--- src/rtl/pwm_duty_gen.sv ---
// PWM generator counting synchronized upstream ticks, with an IDLE/RUN/STOP lifecycle.
// Optional macro PWM_DUTY_GEN_SHADOW_EN adds period/duty shadow registers reloaded at wrap.
module pwm_duty_gen #(
  parameter int unsigned WIDTH = 16
) (
  input  logic             clk_i,
  input  logic             i_rst,
  input  logic             i_en,
  input  logic             i_tick_clk,
  input  logic             i_div_bypass,
  input  logic [WIDTH-1:0] i_period,
  input  logic [WIDTH-1:0] i_duty,
  input  logic             i_update,
  output logic             o_pwm,
  output logic             o_period_done,
  output logic             o_busy
);

  typedef enum logic [1:0] {IDLE, RUN, STOP} state_e;

  state_e           state_q, state_d;
  logic [WIDTH-1:0] ct_q, ct_d;
  logic             s1_q, s1_d, s2_q, s2_d, s3_q, s3_d;
  logic             pwm_q, pwm_d, done_q, done_d, busy_q, busy_d;
  logic             tick, wrap;
  logic [WIDTH-1:0] period_act, duty_act, duty_nxt;

`ifdef PWM_DUTY_GEN_SHADOW_EN
  logic [WIDTH-1:0] period_q, period_d, duty_q, duty_d;
  logic             pend_q, pend_d;
  assign period_act = period_q;
  assign duty_act   = duty_q;
`else
  logic unused_update;
  assign unused_update = i_update;
  assign period_act    = i_period;
  assign duty_act      = i_duty;
`endif

  always_comb begin
    s1_d    = i_tick_clk;
    s2_d    = s1_q;
    s3_d    = s2_q;
    tick    = i_div_bypass | (s2_q & ~s3_q);
    state_d = state_q;
    ct_d    = ct_q;
    done_d  = 1'b0;
    wrap    = 1'b0;
`ifdef PWM_DUTY_GEN_SHADOW_EN
    period_d = period_q;
    duty_d   = duty_q;
    pend_d   = pend_q;
`endif
    case (state_q)
      IDLE: begin
        if (i_en) begin
          state_d = RUN;
          ct_d    = '0;
`ifdef PWM_DUTY_GEN_SHADOW_EN
          period_d = i_period;
          duty_d   = i_duty;
          pend_d   = 1'b0;
`endif
        end
      end
      RUN, STOP: begin
        wrap = tick && (ct_q >= period_act);
        if (tick) ct_d = wrap ? '0 : ct_q + 1'b1;
        done_d = wrap;
`ifdef PWM_DUTY_GEN_SHADOW_EN
        // A strobe landing on the wrap itself reloads immediately rather than waiting a period.
        if (wrap && (pend_q || i_update)) begin
          period_d = i_period;
          duty_d   = i_duty;
          pend_d   = 1'b0;
        end else if (i_update) begin
          pend_d = 1'b1;
        end
`endif
        if (state_q == RUN) begin
          if (!i_en) state_d = STOP;
        end else if (i_en) begin
          state_d = RUN;
        end else if (wrap) begin
          state_d = IDLE;
        end
      end
      default: state_d = IDLE;
    endcase
`ifdef PWM_DUTY_GEN_SHADOW_EN
    duty_nxt = duty_d;
`else
    duty_nxt = duty_act;
`endif
    // Outputs are registered from next-state values so they line up with state_q/ct_q.
    pwm_d  = (state_d != IDLE) && (ct_d < duty_nxt);
    busy_d = (state_d != IDLE);
  end

  always_ff @(posedge clk_i) begin
    if (i_rst) begin
      state_q <= IDLE;
      ct_q    <= '0;
      s1_q    <= 1'b0;
      s2_q    <= 1'b0;
      s3_q    <= 1'b0;
      pwm_q   <= 1'b0;
      done_q  <= 1'b0;
      busy_q  <= 1'b0;
`ifdef PWM_DUTY_GEN_SHADOW_EN
      period_q <= '0;
      duty_q   <= '0;
      pend_q   <= 1'b0;
`endif
    end else begin
      state_q <= state_d;
      ct_q    <= ct_d;
      s1_q    <= s1_d;
      s2_q    <= s2_d;
      s3_q    <= s3_d;
      pwm_q   <= pwm_d;
      done_q  <= done_d;
      busy_q  <= busy_d;
`ifdef PWM_DUTY_GEN_SHADOW_EN
      period_q <= period_d;
      duty_q   <= duty_d;
      pend_q   <= pend_d;
`endif
    end
  end

  assign o_pwm         = pwm_q;
  assign o_period_done = done_q;
  assign o_busy        = busy_q;

endmodule

--- config.mk ---
export PLATFORM = sky130hd
export DESIGN_NAME = pwm_duty_gen
export DESIGN_NICKNAME = d
export VERILOG_FILES = /design/src/rtl/pwm_duty_gen.sv
export SDC_FILE = /design/constraint.sdc
export NUM_CORES = 1
export LEC_CHECK = 0
export CORE_AREA = 2 2 78 99
export CTS_BUF_LIST = sky130_fd_sc_hd__clkbuf_4
export DETAILED_ROUTE_END_ITERATION = 10
export DIE_AREA = 0 0 80 101
export DONT_BUFFER_PORTS = 1
export SYNTH_ARGS = -nofsm -noshare
export SYNTH_HDL_FRONTEND = slang
export SYNTH_SLANG_ARGS = --single-unit
export TNS_END_PERCENT = 20
--- constraint.sdc ---
create_clock -name clk_i -period 3.5 [get_ports clk_i]
set_clock_uncertainty 0.1 [all_clocks]
set_input_delay 0.35 -clock clk_i [delete_from_list [all_inputs] [get_ports clk_i]]
set_output_delay 0.35 -clock clk_i [all_outputs]
set_load 0.02 [all_outputs]
==> results.md <==
* Initial Util at 34.1%
* Placed cell count at 433
* Critical path class: flip-flop to flip-flop
* Post-layout util at 41.2%
* CP Launch Type: flip-flop
* Warning count from the yosys run at 0
* Clk buf depth at 2
* DRT Pass-1 Iters at 4
* Post-synth top cells: inv_1, ha_1, dfxtp_1, nand2_1
* Status: finished with violations
* Adder-cell share of the synthesized area at 17.9%
* Simple logic cell fraction of the synthesized area at 24.0%
* Min-delay worst type: input port to flip-flop
* Static Leak at 1.41 nW
* Reg2Reg Capture Point: o_pwm
* Max_cap viols at 0
* Hold Crit Start: i_tick_clk
* CP required at 3.66 ns
* Post-Synth XOR/XNOR Area at 0%
* Initial DRC count at 108
* Share of the synthesized area in the top cell type at 19.6%
* Number of global-route vias before repair at 2224
* Multiplexer area fraction after synthesis at 2.45%
* Slew margin rel. at 64.6%
* Vias at 2456
* # Post-CTS Setup Buffers at 0
* Unrepaired setup endpoints after global routing: true
* Via density at 5.61
* Worst-case reg-to-reg path depth at 15
* Final cell count without fillers at 438
* Dpl hpwl at 5.06 mm
* Row count at 35
* Chip Width at 80 um
* I/O Buffers at 0
* Root Buffer: clkbuf_4
* Synth area leaders: dfxtp_1, ha_1, inv_1
* Initial antenna violation count at 0
* Syn Inst Count at 315
* Final Setup Violations at 1
* Crit Path Max Fanout at 20
* Critical Path Sink: o_pwm
* Post-route DRC at 0
* R2R setup slack at -0.19 ns
* Die Area at 0.00808 mm2
* Syn avg cell area at 7.77 um2
* Fin. Hold Viols at 0
* Failing checks: negative setup slack
* Core ar. at 0.00718 mm2
* Grt total ovfl at 0
* Fmax at 271 MHz
* Biggest area consumer among synthesized cells: dfxtp_1
* Reg-to-Reg Start: ct_q[13]
* Largest net degree at the start of global routing at 23
* Ant diodes at 0
* Post-Syn Nets at 388
* Post-synthesis sequential area ratio at 19.6%
* Sinks on Clock Net at 24
* Main combinational cell family by area after synthesis: compound AO/OA/AOI/OAI gates
* Total GRT Usage at 15.9%
* RD Place Congestion at 0.831
* Post-synth EDFFs at 0
* Clock slew at reported path FFs at 0.16 ns
* H-tree Lvls at 1
* Final min period at 3.69 ns
* Max-slew violation total from the final report at 0
* Worst vdd ir at 195 uV
* Critical path startpoint: ct_q[13]
* Ports at 41
* Synth Area in Compound Gates at 25.6%
* # nets final at 420
* Predominant post-synthesis flop cell: dfxtp_1
* Yosys reg bits at 24
* CTS tree: yes
* Worst-Margin Slew at 0.524 ns
* Routed length per instance at 14.6 um
* Fin crit share at 105%
* PD cells at 342 mW/mm2
* Global-route wire length before repair at 10.1 mm
* Asr flop ratio synth at 0%
* Post-Syn Area at 0.00245 mm2
* Crit path DAT at 3.86 ns
* PnR Total Power at 1.01 mW
* Fillers at 773
* Critical Path Sink Type: flip-flop
* CTS Buf Count at 3
* Most numerous cell in the Yosys netlist: inv_1
* Layout cell share with drive strength beyond 1 at 19.1%
* Worst-Skew Late Latency at 0.33 ns
* Setup TNS at -0.191 ns
* Area Growth Syn to Fin at 20.7%
* Setup slack after layout at -0.191 ns
* WL final at 6.38 mm
* Antenna Nets Post-Route at 0
* Chip height at 101 um
* Distinct cell type count after synthesis at 46
-- per-stage QoR --
step / hold slack [ns] / cell area [um2] / worst slack, ns
final: 0.0323 / 2960 / -0.191
after detailed placement: 0.324 / 2840 / -0.306
after global placement: 0.321 / 2840 / -0.197
after global routing: 0.0123 / 2960 / -0.380
after floorplan: 0.314 / 2470 / 0.00253
after CTS: 0.0214 / 2940 / -0.196
-- how the worst min path moves through the flow --
stage,end,slack [ns],cells after the start
3_5_place_dp,ct_q[13],0.32,1
2_1_floorplan,s2_q,0.31,1
4_1_cts,s1_q,0.02,1
5_1_grt,s1_q,0.01,1
3_3_place_gp,s2_q,0.32,1
6_report,s1_q,0.03,1
-- state kept, by name, indices dropped and copies added, names as in the netlist --
name,cells
o_busy,1
s2_q,1
ct_q,16
s1_q,1
state_q,2
o_period_done,1
o_pwm,1
s3_q,1
-- logic make-up after synthesis --
| group | Yosys count |
|---|---|
| AO/OA/AOI/OAI | 79 |
| adder cells (fa/ha/maj) | 35 |
| buffers and inverters | 61 |
| flip-flops | 24 |
| multiplexers | 6 |
| AND/OR/NAND/NOR | 110 |
-- worst max-delay path: stages (launching register included) --
cell,delay (ns)
dfxtp_2,0.38
ha_4,0.24
a21o_1,0.15
a21o_1,0.15
a2111o_1,0.48
o31ai_4,0.32
buf_12,0.17
buf_12,0.15
a31oi_1,0.09
o2bb2ai_1,0.26
ha_1,0.30
nand4_1,0.17
a2111oi_2,0.07
a221oi_1,0.33
o21ai_2,0.11
a221oi_2,0.16
-- routing by layer --
metal | vias up | track usage, % | wire [um]
met5 | - | 0 | 0
li1 | 1235 | - | -
met1 | 1151 | 18.8 | 2700
met2 | 60 | 29.2 | 3330
met4 | 0 | 6.00 | 127
met3 | 10 | 1.52 | 223
-- placed cells by master (no fill, tap or decap), drive strengths merged, types with 5 or more instances in the layout --
| cell type | instances |
|---|---|
| nor2 | 15 |
| a21o | 10 |
| buf | 41 |
| a41oi | 8 |
| dfxtp | 24 |
| nor2b | 7 |
| and3 | 5 |
| a21oi | 10 |
| inv | 46 |
| nand2 | 21 |
| nand4 | 20 |
| ha | 35 |
| mux2i | 6 |
| a31oi | 20 |
| nand3 | 20 |
| and2 | 6 |
-- repair_timing --
| action | in CTS | in global routing |
|---|---|---|
| setup endpoints to repair | 1 | 1 |
| resized for setup | 6 | 3 |
| hold buffers | 1 | 0 |
| gates cloned | 0 | 0 |
| pin swaps | 0 | 1 |
| hold endpoints to repair | 9 | 0 |
-- area by class of cell --
cell class / instances / area (um2) / area share (%)
flip-flops and latches: 24 / 483 / 16.3
inverters: 46 / 173 / 5.84
well taps: 92 / 115 / 3.89
clock inverters: 1 / 30.0 / 1.02
multi-input cells: 230 / 1790 / 60.6
clock buffers: 3 / 22.5 / 0.762
repair buffers: 42 / 343 / 11.6
-- report_power, final --
group | internal [mW] | total [mW] | switching, mW
combinational | 0.200 | 0.477 | 0.277
sequential | 0.296 | 0.321 | 0.0249
clock | 0.116 | 0.212 | 0.0967
(Power assumes the default switching activity.)
